`src/rtl/i2c_read_sequencer.sv`:
```
// i2c_read_sequencer: issues a burst of 16-bit register reads to an I2C master and queues the results in a FWFT FIFO.
module i2c_read_sequencer #(
  parameter int FIFO_DEPTH = 4,
  parameter int HOLDOFF    = 2,
  parameter int TIMEOUT    = 65535
) (
  input  logic        clk,
  input  logic        reset,
  input  logic        start,
  input  logic [6:0]  chip_addr,
  input  logic [7:0]  base_reg,
  input  logic [7:0]  count,
  output logic        cmd_ready,
  output logic [6:0]  m_chip_addr,
  output logic [7:0]  m_reg_addr,
  output logic        m_read_en,
  input  logic        m_busy,
  input  logic [3:0]  m_status,
  input  logic [15:0] m_data,
  output logic [15:0] rd_data,
  output logic        rd_valid,
  input  logic        rd_ready,
  output logic        seq_done,
  output logic        seq_error,
  output logic [7:0]  reads_left
);
  localparam int AW = $clog2(FIFO_DEPTH);
  typedef enum logic [2:0] {IDLE, ISSUE, HOLD, WAIT, PUSH, DONE} state_t;
  state_t state_q, state_d;
  logic [6:0] chip_q, chip_d;
  logic [7:0] reg_q, reg_d, left_q, left_d;
  logic [31:0] cnt_q, cnt_d;
  logic [15:0] word_q, word_d;
  logic err_q, err_d;
  logic [15:0] mem_q [FIFO_DEPTH];
  logic [15:0] mem_d [FIFO_DEPTH];
  logic [AW-1:0] wp_q, wp_d, rp_q, rp_d;
  logic [AW:0] occ_q, occ_d;
  logic full, pop, push;
  assign full = occ_q == (AW+1)'(FIFO_DEPTH);
  assign pop  = rd_valid && rd_ready;
  // a full FIFO still accepts the word when the consumer pops in the same cycle
  assign push = state_q == PUSH && (!full || pop);
  always_ff @(posedge clk) begin
    if (reset) begin
      state_q <= IDLE;
      chip_q  <= '0;
      reg_q   <= '0;
      left_q  <= '0;
      cnt_q   <= '0;
      word_q  <= '0;
      err_q   <= 1'b0;
      wp_q    <= '0;
      rp_q    <= '0;
      occ_q   <= '0;
    end else begin
      state_q <= state_d;
      chip_q  <= chip_d;
      reg_q   <= reg_d;
      left_q  <= left_d;
      cnt_q   <= cnt_d;
      word_q  <= word_d;
      err_q   <= err_d;
      wp_q    <= wp_d;
      rp_q    <= rp_d;
      occ_q   <= occ_d;
    end
  end
  always_ff @(posedge clk) mem_q <= mem_d;
  always_comb begin
    state_d = state_q;
    chip_d  = chip_q;
    reg_d   = reg_q;
    left_d  = left_q;
    cnt_d   = '0;
    word_d  = word_q;
    err_d   = err_q;
    mem_d   = mem_q;
    if (push) mem_d[wp_q] = word_q;
    wp_d  = wp_q + AW'(push);
    rp_d  = rp_q + AW'(pop);
    occ_d = occ_q + (AW+1)'(push) - (AW+1)'(pop);
    case (state_q)
      IDLE: if (start) begin
        chip_d  = chip_addr;
        reg_d   = base_reg;
        left_d  = count;
        err_d   = 1'b0;
        state_d = (count == 8'd0) ? DONE : ISSUE;
      end
      ISSUE: state_d = HOLD;
      HOLD: begin
        cnt_d = cnt_q + 32'd1;
        if (cnt_q + 32'd1 >= 32'(HOLDOFF)) begin
          cnt_d   = '0;
          state_d = WAIT;
        end
      end
      WAIT: begin
        cnt_d = cnt_q + 32'd1;
        if (!m_busy) begin
          word_d  = m_data;
          err_d   = err_q | (m_status != 4'd0);
          state_d = (m_status == 4'd0) ? PUSH : DONE;
        end else if (cnt_q >= 32'(TIMEOUT)) begin
          err_d   = 1'b1;
          state_d = DONE;
        end
      end
      PUSH: if (push) begin
        left_d  = left_q - 8'd1;
        reg_d   = reg_q + 8'd1;
        state_d = (left_q == 8'd1) ? DONE : ISSUE;
      end
      DONE: state_d = IDLE;
      default: state_d = IDLE;
    endcase
  end
  always_comb begin
    cmd_ready   = state_q == IDLE;
    m_read_en   = state_q == ISSUE;
    seq_done    = state_q == DONE;
    m_chip_addr = chip_q;
    m_reg_addr  = reg_q;
    rd_valid    = occ_q != '0;
    rd_data     = mem_q[rp_q];
    seq_error   = err_q;
    reads_left  = left_q;
  end
endmodule

```
`config.mk`:
```
export PLATFORM = sky130hd
export DESIGN_NAME = i2c_read_sequencer
export DESIGN_NICKNAME = d
export VERILOG_FILES = /design/src/rtl/i2c_read_sequencer.sv
export SDC_FILE = /design/constraint.sdc
export NUM_CORES = 1
export LEC_CHECK = 0
export CORE_MARGIN = 2
export CORE_UTILIZATION = 25
export DETAILED_ROUTE_END_ITERATION = 8
export GPL_ROUTABILITY_DRIVEN = 0
export GPL_TIMING_DRIVEN = 0
export MAX_ROUTING_LAYER = met4
export PLACE_DENSITY = 0.48
export SLEW_MARGIN = 15
export SYNTH_ARGS = -nofsm -noshare
export SYNTH_HDL_FRONTEND = slang
export SYNTH_SLANG_ARGS = --single-unit
```
`constraint.sdc`:
```
create_clock -name clk -period 4.3 [get_ports clk]
set_input_delay 0.645 -clock clk [delete_from_list [all_inputs] [get_ports clk]]
set_output_delay 0.645 -clock clk [all_outputs]
set_load 0.02 [all_outputs]
```
Word level (Yosys, flattened, before mapping). Cells that the tools add are included.

Input port bits: 48. Latch bits: 0. Bits in read-only memories: 0. Memories kept: 0. Register bits: 146. Memory bits (writable): 0. Word-level logic and storage cells: 85. Output and inout bits: 44.

Multiplexer cells: 27. Magnitude comparators: 5. Reductions and logical operators: 17. Multipliers: 0. Div/mod/pow operators: 0. Shifts and indexed selects: 0. Add/sub/neg operators: 7. Bitwise gates (word level): 4. Eq/ne operators: 11.

Operators by type and width (number): bitwise mux 64 bit (1); one-hot mux 32 bit (2 select lines) (1); 2-to-1 mux 16 bit (3); adder 32 x 1 -> 32 bit, second input constant (1); binary-select mux 16 bit (select 2 bit) (1); demux 16 bit (select 2 bit) (1); >= comparator 32 x 16 -> 1 bit, second input constant (1); >= comparator 32 x 2 -> 1 bit, second input constant (1); 2-to-1 mux 32 bit (1); 2-to-1 mux 8 bit (4); one-hot mux 8 bit (2 select lines) (2); 2-to-1 mux 3 bit (7); one-hot mux 3 bit (5 select lines) (1); equality test 3 bit, second input constant (3); adder 8 x 1 -> 8 bit, second input constant (1); equality test 8 x 1 -> 1 bit, second input constant (1); zero test 8 bit (1); subtractor 8 x 1 -> 8 bit, second input constant (1); equality test 3 x 2 -> 1 bit, second input constant (2); >= comparator 3 bit, second input constant (2); inequality test 2 bit, second input constant (3); NOT 2 -> 3 bit (2); AND reduction 3 bit (2); adder 2 x 1 -> 2 bit (2); 19 further kinds (26).

Longest topological paths before layout.
Word-level depth: 6. Depth in mapped cells: 12. Mapped depth without buffers: 11.

Worst setup path before layout. OpenSTA, ideal clock, no wires.

Kind: reg-to-reg. From: reg cnt_q[0]. To: reg state_q[0]. Path slack: 1249 ps. Data arrival time: 2926 ps. Stages on the path, launching flop included: 11. Path buffers: 2. Period minus slack after synthesis: 3051 ps. Library setup time: 125 ps. Required time: 4175 ps. Path through: dfxtp_1 > ha_1 > nand3_1 > or4_1 > clkbuf_1 > nor4_1 > xor2_1 > nor4_1 > a41oi_4 > buf_6 > o2bb2ai_1.

Longest elaborated chain between the ends: 4. Elaborated cells between the ends (all ways): 6. Those cells by class: add/sub (1); order compare (2); eq/ne (2); reduce/logical (1).

RTL lines: start: declaration (line 32) `logic [31:0] cnt_q, cnt_d;`; start signal: assignment (line 61) `cnt_q <= cnt_d;`; adder 32 x 1 -> 32 bit (line 94) `if (cnt_q + 32'd1 >= 32'(HOLDOFF)) begin`; >= comparator 32 x 2 -> 1 bit (line 94); inequality test 2 bit (no line); AND reduction 4 bit (no line) (*); end signal: assignment (line 57) `state_q <= state_d;`; end: declaration (line 29) `state_t state_q, state_d;`.

Every way passes the cells marked *; elsewhere a longest branch is shown, timed or not. A chain may end at the register's enable or synchronous reset.

Worst setup path in the final report.
From: reg rp_q[0]. To: out rd_data[11].

Longest elaborated chain between the ends: 4.

RTL lines: start: declaration (line 37) `logic [AW-1:0] wp_q, wp_d, rp_q, rp_d;`; start signal: assignment (line 65) `rp_q <= rp_d;`; NOT 2 -> 3 bit (implied by the code) (line 126) `rd_data = mem_q[rp_q];`; binary-select mux 16 bit (select 2 bit) (line 126); 2-to-1 mux 16 bit (implied by the code) (2 in a row) (line 126); end: declaration (line 20) `output logic [15:0] rd_data,`.

No other way between the ends. The select of a mux whose other input is x is not followed.

==> run metrics <==
critical path data arrival time=around 3.2 ns; post-synthesis cell count=638; Post-layout nets=roughly 800; clock edge transition at the registers on the reported setup and hold paths=approximately 0.06 ns; number of clock buffers inserted by TritonCTS=17; vertical extent of the die=about 170 µm; detailed-route wire length=roughly 17000 µm; count of different cell masters after synthesis=54; critical path start-end classification=register to output pin; chip width=approximately 170 µm; Met2 Wirelength=~8200 µm; routed via count=between 5000 and 6000; endpoint type of the worst setup path=output pin; global-route usage over all layers=a little over an eighth; Critical path buffers and inverters=3; clock tree from TritonCTS=done; detail-routed via count per cell=4.66; minimum clock period after layout=approximately 3.8 ns; commonest cells after routing, fill and taps aside=nand2_1 (99), clkdlybuf4s50_1 (90), dfxtp_1 (82); Setup Total Neg Slack=0 ns; type of the worst min-delay path=register to register; remaining number of nets flagged by the antenna check after routing=0; diode count=0; CP Data Required Time=3.65 ns; clock skew after layout=0.0116 ns; most common cell after layout, fill and taps aside=nand2_1; total of cells resized after clock tree synthesis=0; global-route wire length before repair=27700 µm; core footprint=about 0.026 mm²; DRC violation count after routing=0; total met3 wirelength after detailed routing=between 700 and 800 µm; clk sink count=around 150; utilization after layout=33.1%; detailed placement HPWL=12400 µm; average footprint of a synthesized cell=10.5 µm²; fill cell total of the finished layout=roughly 2600; setup repair after global routing missed its margin=false; initial antenna violation count=0; maximum fanout encountered on the critical timing path=10; largest net degree at the start of global routing=17; result of the run=finished clean; initial core utilization=about a quarter; final worst-path cycle share=~89%; final number of max-transition violations=0; layout cells sized above 1=a little under an eighth; Main synth FF type=dfxtp_1; worst max-slew margin expressed relative to the limit=38.4%; final setup violation count=0; Synthesized Nets=slightly below 700; highest ir drop seen on vdd=roughly 0.17 mV; Warnings, synthesis=0; post-route met1 wirelength=8120 µm; clock root buffer=clkbuf_16; number of setup buffers added after CTS=0; highest cell delay on the worst timing path=~0.74 ns; cell-by-cell listing of the critical path=clkbuf_1, buf_1, mux4_2, clkdlybuf4s50_1; source-to-sink clock delay at the later pin of the worst-skew pair=0.42 ns; total die area=0.0281 mm²; flop and latch count out of synthesis=146; netlist area before placement=0.00669 mm²; routed wire length per instance=about 16 µm; input/output buffers=90; max-capacitance violation count=0; Worst path top cell family by delay=buffers and inverters; number of I/O pins=92; htree depth=4; hold-fix buffer count after cts=0; sequential area share after synthesis=a little over half; maximum buffer depth of the clock tree=2; number of placement rows=between 50 and 60; vias in the first global route=~5000; count of routing violations after the opening detailed-route iteration=260; power density of the placed cells=approximately 450 mW/mm²; first-pass iteration count of the detailed router=4; Slew @ Worst Pin=0.924 ns; synthesis-to-layout area growth=29.8%; slowest stage cell on the critical path=buf_1; async set or reset register ratio after synthesis=0%; Max Clk Rate=approximately 260 MHz; CP Launch Type=register; total congestion overflow=0; top metal layer carrying routed signals=met4; Final Hold Vio Count=0; Worst Hold Slack=between 0.4 and 0.5 ns; reported leakage power=~2.9 nW; number of synthesized flops with an enable pin=64
power breakdown:
group	internal (W)	switching (W)	leakage (nW)
clock network	0.000883	0.000662	0.292
logic	0.000396	0.000433	1.31
registers	0.00149	0.0000433	1.30
layer usage:
metal | global-route usage [%] | vias up
met1 | 16.7 | 2464
met2 | 20.5 | 93
li1 | - | 2544
met4 | 3.44 | 0
met5 | - | -
met3 | 3.47 | 21
cell usage after synthesis (all sizes together), types with 3 or more instances:
master  count  share of area (%)
dfxtp      82                 25
buf         8               0.77
and4        5               0.65
and3       12                1.1
and2        6               0.56
nand3      15                1.2
xor2       13                1.7
nand4       9               0.84
mux4       16                5.4
mux2i       3               0.45
a21oi      34                2.5
a211oi      7               0.79
nand2b      4               0.37
or4         5               0.56
a22oi      12                1.4
nor2b       8               0.75
o21ai      21                1.6
edfxtp     64                 29
ha          9                1.7
nor3       33                3.7
inv         7               0.39
or3         5               0.47
xnor2      23                3.0
o31ai       4               0.45
a21bo       3               0.45
nor2       55                3.1
nand2      99                5.6
o211ai      3               0.34
nor3b       5               0.56
clkbuf     34                1.9
nor4       12                1.2
worst min-delay path: stages, from the launching register on:
cell and delay, ns:
dfxtp_1 0.31, nand2_1 0.05, a21oi_1 0.05
sequential cells by signal (all words and copies together), names as in the netlist:
signal / cells
cnt_q: 32
m_chip_addr: 7
m_reg_addr: 8
mem_q: 64
occ_q: 3
reads_left: 8
rp_q: 2
seq_error: 1
state_q: 3
word_q: 16
wp_q: 2
stage by stage:
| step | cells | total power [W] | setup slack [ns] | instance area, µm² |
|---|---|---|---|---|
| detailed placement | 1067 | 0.00241 | 0.705 | 8070 |
| floorplan | 638 | 0.00206 | 1.25 | 6690 |
| global route | 1099 | 0.00408 | 0.207 | 8680 |
| finish | 1099 | 0.00391 | 0.489 | 8680 |
| CTS | 1099 | 0.00396 | 0.370 | 8680 |
| global placement | 1063 | 0.00241 | 0.152 | 8010 |
kinds of logic (layout without fill, tap and decap cells):
logic type	after synthesis	in the layout	share of synthesized area, %
AND/OR/NAND/NOR	278	278	21.2
flip-flops	146	146	53.2
AO/OA/AOI/OAI	99	99	9.78
buffers and inverters	49	175	3.07
XOR/XNOR	36	36	4.71
multiplexers	20	20	6.00
adder cells (fa/ha/maj)	10	10	1.98
path summary, 6_finish.rpt:
path | to | from | depth (start not counted) | slack, ns
worst max register to register | state_q[0] | cnt_q[0] | 10 | 0.65
worst min-delay path | m_chip_addr[5] | m_chip_addr[5] | 2 | 0.45
worst min register to register | m_chip_addr[5] | m_chip_addr[5] | 2 | 0.45
worst max-delay path | rd_data[11] | rp_q[0] | 4 | 0.49
final cells by class:
class / count / area [µm²] / share of cell area, %
buffer: 42 / 179 / 2.06
inverter: 7 / 26.3 / 0.303
timing repair buffer: 94 / 950 / 10.9
tap: 335 / 419 / 4.83
sequential: 146 / 3560 / 41.0
multi-input combinational: 443 / 2930 / 33.8
clock buffer: 17 / 425 / 4.90
clock inverter: 15 / 188 / 2.16
Note: power is estimated with default switching activity, not from simulation.
==> edit 1: new RTL, same flow settings <==
The parameter `FIFO_DEPTH` goes from 4 to 8.
--- a/src/rtl/i2c_read_sequencer.sv
+++ b/src/rtl/i2c_read_sequencer.sv
@@ -1,6 +1,6 @@
 // i2c_read_sequencer: issues a burst of 16-bit register reads to an I2C master and queues the results in a FWFT FIFO.
 module i2c_read_sequencer #(
-  parameter int FIFO_DEPTH = 4,
+  parameter int FIFO_DEPTH = 8,
   parameter int HOLDOFF    = 2,
   parameter int TIMEOUT    = 65535
 ) (
Function: no difference found for any inputs over 10 cycles, from zero or initial values and one cycle with reset high; that may be too few to reach the edited logic, so the function may still have changed.
==> edit 1 against the original RTL <==
- largest cell class unchanged
- worst setup slack lost 0.23 ns
- total power increased by 51%
- critical path depth is 1 higher
- worst hold slack improved by 0.00090 ns
- die area grew 43%
- sequential cell count increased by 67
- cell area is 39% higher
- clock power up 21%
- highest routed layer unchanged
- synthesized area up 44%
- routed wire length grew 49%
==> edit 1: results (changes against the original RTL) <==
Run status
  • Status: finished, final reports clean (unchanged)

Route
  • Final wirelength: 25.7 mm (was 17.3 mm)
  • Wire length per cell: 17.6 um (was 15.7 um)
  • Met3 wire length: 988 um (was 719 um)
  • Vias: 6798 (was 5122)
  • Number of DRC markers in iteration 0: 416 (was 260)
  • Top Metal Used: met4 (unchanged)
  • First-pass detailed-route iteration total: 5 (was 4)
  • Met2 WL: 12.4 mm (was 8.18 mm)
  • Met1 WL: 11.9 mm (was 8.12 mm)

Yosys
  • Post-synth ARST share: 0% (unchanged)
  • Synth cell count leaders: 128 x edfxtp_1, 100 x nand2_1, 85 x dfxtp_1 (was 99 x nand2_1, 82 x dfxtp_1, 64 x edfxtp_1)
  • Synthesized Nets: 863 (was 696)
  • Compound-gate portion of the synthesized area: 9.89% (was 9.78%)
  • Post-synth EDFFs: 128 (was 64)
  • Synth Area in Adders: 2.16% (was 1.98%)
  • Cells after Synth: 799 (was 638)
  • Mux cell area share after synthesis: 9.68% (was 6.00%)
  • Area contributors post-synth: edfxtp_1 40%, dfxtp_1 18%, mux4_2 7.5% (was edfxtp_1 29%, dfxtp_1 25%, nand2_1 5.6%)
  • Synth Area in XOR/XNOR: 2.82% (was 4.71%)
  • Sequential area share after synthesis: 57.6% (was 53.2%)
  • Cell variety after synth: 65 (was 54)

Clocking
  • Clk slew on worst S/H paths: 0.06 ns (about the same)
  • CTS root buffer: clkbuf_16 (unchanged)
  • Clk_lat worst skew: 0.52 ns (was 0.42 ns)
  • Clk buf depth: 3 (was 2)
  • Htree depth: 1 (was 4)
  • Number of buffers created by CTS: 24 (was 17)

Cells and area
  • Nets: 994 (was 809)
  • Largest regs: mem_q (128), cnt_q (32), word_q (16) (was mem_q (64), cnt_q (32), word_q (16))
  • Antenna diode count: 0 (unchanged)
  • Fraction of layout cells with a size suffix above 1: 15.3% (was 11.3%)
  • Filler cells: 3829 (was 2634)

Global routing
  • Antenna violations before repair: 0 (unchanged)
  • Tot GR Track Use: 13.2% (was 13.0%)
  • Pin count of the biggest net entering global routing: 14 (was 17)
  • First-pass GRT wire length: 40.8 mm (was 27.7 mm)
  • Number of global-route vias before repair: 6951 (was 5027)

Placed design
  • Final HPWL DP: 18.4 mm (was 12.4 mm)
  • # placed instances: 1415 (was 1067)
  • DP Area: 0.0113 sq mm (was 0.00807 sq mm)

Min path
  • Hold WC Path Type: reg2reg (unchanged)

Setup path
  • Worst-path fanout max: 10 (unchanged)
  • CP arrival: 3.40 ns (was 3.17 ns)

Power and ir drop
  • LEAKAGE: 3.69 nW (was 2.90 nW)
  • VDD IR-drop max: 0.254 mV (was 0.172 mV)

STA
  • Clock Skew: 0.00744 ns (was 0.0116 ns)
  • Slew @ Worst Pin: 1.24 ns (was 0.924 ns)
==> edit 1: cell count changes after synthesis, sizes merged, moves of 9 or more <==
cell	delta
edfxtp	+64
a21oi	+21
nor2	-20
a211oi	+18
mux2	+16
mux4	+16
inv	+13
nand4	+12
nor3	-12
nand3	+11
a22oi	-10
buf	+10
nor4	+9
==> edit 1: report_power, final <==
part	internal (mW)	switching, mW	total [mW]
Combinational	0.733	0.911	1.64
Sequential	2.27	0.127	2.39
Clock	1.05	0.819	1.87
==> edit 1: repair_timing <==
item,in CTS,in global routing
buffers inserted,0,0
endpoints found under the setup margin,0,6
gates resized for setup,0,2
==> edit 1: cell type report <==
| class | count | share of cell area, % |
|---|---|---|
| Clock inverter | 10 | 0.550 |
| Inverter | 21 | 0.654 |
| Sequential cell | 213 | 46.0 |
| Tap cell | 511 | 5.30 |
| Clock buffer | 33 | 5.34 |
| Buffer | 53 | 1.88 |
| Timing Repair Buffer | 105 | 8.68 |
| Multi-Input combinational cell | 512 | 31.6 |
==> edit 1: final timing paths <==
| path | startpoint | endpoint | slack (ns) | cells after the start |
|---|---|---|---|---|
| worst max-delay path | rp_q[0] | rd_data[12] | 0.25 | 5 |
| worst min-delay path | m_chip_addr[3] | m_chip_addr[3] | 0.45 | 2 |
| worst max register to register | cnt_q[2] | cnt_q[27] | 0.76 | 10 |
| worst min register to register | m_chip_addr[3] | m_chip_addr[3] | 0.45 | 2 |
==> edit 1: per-stage QoR <==
stage	setup slack, ns	utilization, %	hold WS (ns)	TNS (ns)
floorplan	1.33	-	0.501	0
global placement	-0.912	29.6	0.443	-20.78
detailed placement	0.677	30.1	0.448	0
CTS	0.108	31.9	0.456	0
global route	0.0105	31.9	0.475	0
finish	0.255	31.9	0.453	0
==> edit 1: kinds of logic (layout without fill, tap and decap cells) <==
group,count (synthesis),in the layout
compound gates,136,136
buf+inv,74,222
mux,51,51
simple gates,278,278
xor+xnor,31,31
flops,213,213
fa+ha+maj,16,16
==> edit 1: worst max-delay path, stage by stage (launching register included) <==
cell and delay (ns):
dfxtp_1 0.33, clkbuf_1 0.32, buf_1 0.76, mux4_2 0.61
mux2_2 0.29, clkdlybuf4s50_1 0.56
==> edit 1: routing by layer <==
metal	vias to the layer above	GRT usage [%]
met5	-	-
met4	0	2.91
met3	32	1.66
met2	145	21.1
met1	3335	17.8
li1	3286	-
==> edit 2: new RTL, same flow settings <==
Without the edit above. Re-encode `state_t` (6 states) as one-hot, 6 bits wide.
--- a/src/rtl/i2c_read_sequencer.sv
+++ b/src/rtl/i2c_read_sequencer.sv
@@ -25,7 +25,7 @@
   output logic [7:0]  reads_left
 );
   localparam int AW = $clog2(FIFO_DEPTH);
-  typedef enum logic [2:0] {IDLE, ISSUE, HOLD, WAIT, PUSH, DONE} state_t;
+  typedef enum logic [5:0] {IDLE = 6'b000001, ISSUE = 6'b000010, HOLD = 6'b000100, WAIT = 6'b001000, PUSH = 6'b010000, DONE = 6'b100000} state_t;
   state_t state_q, state_d;
   logic [6:0] chip_q, chip_d;
   logic [7:0] reg_q, reg_d, left_q, left_d;
Behaviour: same outputs for any inputs over 10 cycles, from zero or initial values and one cycle with reset high; not proved beyond that.
==> edit 2 against the original RTL <==
- worst setup slack improved by 0.022 ns
- routed wire length rose by 4.5%
- total power rose by 2.9%
- first-iteration DRC count rose by 23%
- combinational power rose by 11%
- count of clock-buffer cells in the layout did not move
- synthesized area rose by 1.1%
- sequential share of layout area rose by 0.37 points
- sequential cell count rose by 3
- cell area rose by 0.78%
- die area rose by 1.1%
- critical path type unchanged
- largest cell class unchanged
- largest power group is now sequential cells
==> edit 2: results (changes against the original RTL) <==
Yosys
  • Avg Inst Size Synth: 10.2 sq um (was 10.5 sq um)
  • Cell variety after synth: 59 (was 54)
  • Sequential area share after synthesis: 53.5% (was 53.2%)
  • Post-synth ARST share: 0% (unchanged)
  • Synth cell count leaders: 85 x dfxtp_1, 78 x nand2_1, 72 x nor2_1 (was 99 x nand2_1, 82 x dfxtp_1, 64 x edfxtp_1)
  • Ys flop type: dfxtp_1 (unchanged)
  • Area contributors post-synth: edfxtp_1 28%, dfxtp_1 25%, mux4_2 5.3% (was edfxtp_1 29%, dfxtp_1 25%, nand2_1 5.6%)
  • Synthesized Nets: 722 (was 696)

Clocking
  • Num Clock Sinks: 149 (was 146)

STA
  • Final worst slack: 0.511 ns (was 0.489 ns)
  • Slew @ Worst Pin: 0.896 ns (was 0.924 ns)
  • Clock Skew: 0.0149 ns (was 0.0116 ns)
  • Fin Hold WS: 0.457 ns (was 0.452 ns)

Power and ir drop
  • Flop pwr share: 39.9% (was 39.2%)
  • LEAKAGE: 2.94 nW (was 2.90 nW)
  • VDD IR-drop max: 0.209 mV (was 0.172 mV)
  • Comb pwr share: 22.9% (was 21.2%)
  • Pint: 2.75 mW (was 2.77 mW)
  • Pwr dens: 459 mW/mm^2 (was 450 mW/mm^2)

Min path
  • WHS Endpoint: m_chip_addr[0] (was m_chip_addr[5])
  • Hold wc startpoint: m_chip_addr[0] (was m_chip_addr[5])

Placed design
  • DP Area: 0.00814 sq mm (was 0.00807 sq mm)
  • DP Worst Slack: 0.807 ns (was 0.705 ns)
  • Final HPWL DP: 12.9 mm (was 12.4 mm)
  • Buffers on Ports: 89 (was 90)

Cells and area
  • Design Area, Final: 0.00875 sq mm (was 0.00868 sq mm)
  • Layout buffer count excluding clock buffers: 134 (was 136)
  • Non-clk invs: 15 (was 7)
  • Signal buf overhead: 12.5% (was 13.0%)
  • Filler cells: 2716 (was 2634)
  • Post-route insts no fill: 1130 (was 1099)
  • Fraction of layout cells with a size suffix above 1: 9.76% (was 11.3%)
  • Nets: 834 (was 809)
  • Area of the multi-input gates: 0.00294 sq mm (was 0.00293 sq mm)
  • Multi-Input Combinational: 459 (was 443)
  • Sequential cell area share: 41.4% (was 41.0%)
  • Clock buf/inv share: 6.99% (was 7.06%)

Run status
  • Status: finished, final reports clean (unchanged)

Route
  • Number of DRC markers in iteration 0: 321 (was 260)
  • First-pass detailed-route iteration total: 5 (was 4)
  • Vias/cell: 4.70 (was 4.66)
  • Wire length per cell: 16.0 um (was 15.7 um)

Global routing
  • First-pass GRT wire length: 28.8 mm (was 27.7 mm)
  • Number of global-route vias before repair: 5125 (was 5027)
  • Tot GR Track Use: 13.6% (was 13.0%)
  • Pin count of the biggest net entering global routing: 19 (was 17)

Floorplan
  • Tapcells: 341 (was 335)

Setup path
  • Worst setup startpoint: rp_q[0] (unchanged)
  • CP arrival: 3.14 ns (was 3.17 ns)
  • Reg-to-Reg End: cnt_q[4] (was state_q[0])
  • Register-to-register setup slack: 1.10 ns (was 0.65 ns)
  • Critical path's largest stage delay: 0.74 ns (about the same)
  • Setup crit end: rd_data[12] (was rd_data[11])
==> edit 2: changes by cell type after synthesis, sizes merged, moves of 4 or more <==
cell / change
a21oi: +20
nand2: -20
nor2: +18
nor3: -14
nand3: +13
nand4: +11
a22oi: -8
xnor2: -8
xor2: +8
inv: +7
or2: +6
and2: -4
and4: -4
nor4: +4
==> edit 2: kinds of logic (layout without fill, tap and decap cells) <==
| logic type | after synthesis | after routing | share of synthesized area (%) |
|---|---|---|---|
| DFF | 149 | 149 | 53.5 |
| and+or+nand+nor | 285 | 285 | 21.0 |
| muxes | 20 | 20 | 5.93 |
| adders and majority gates | 10 | 10 | 1.96 |
| buffers and inverters | 56 | 181 | 3.22 |
| AOI/OAI and AO/OA | 108 | 108 | 9.67 |
| xor gates and xnor gates | 36 | 36 | 4.66 |
==> edit 2: per-layer routing <==
layer	part of all wire, %	GRT usage, %	wire (um)
met5	0	-	0
met1	49	18.4	8850
met3	3.9	2.43	706
met2	46	20.8	8300
met4	1.1	4.05	193
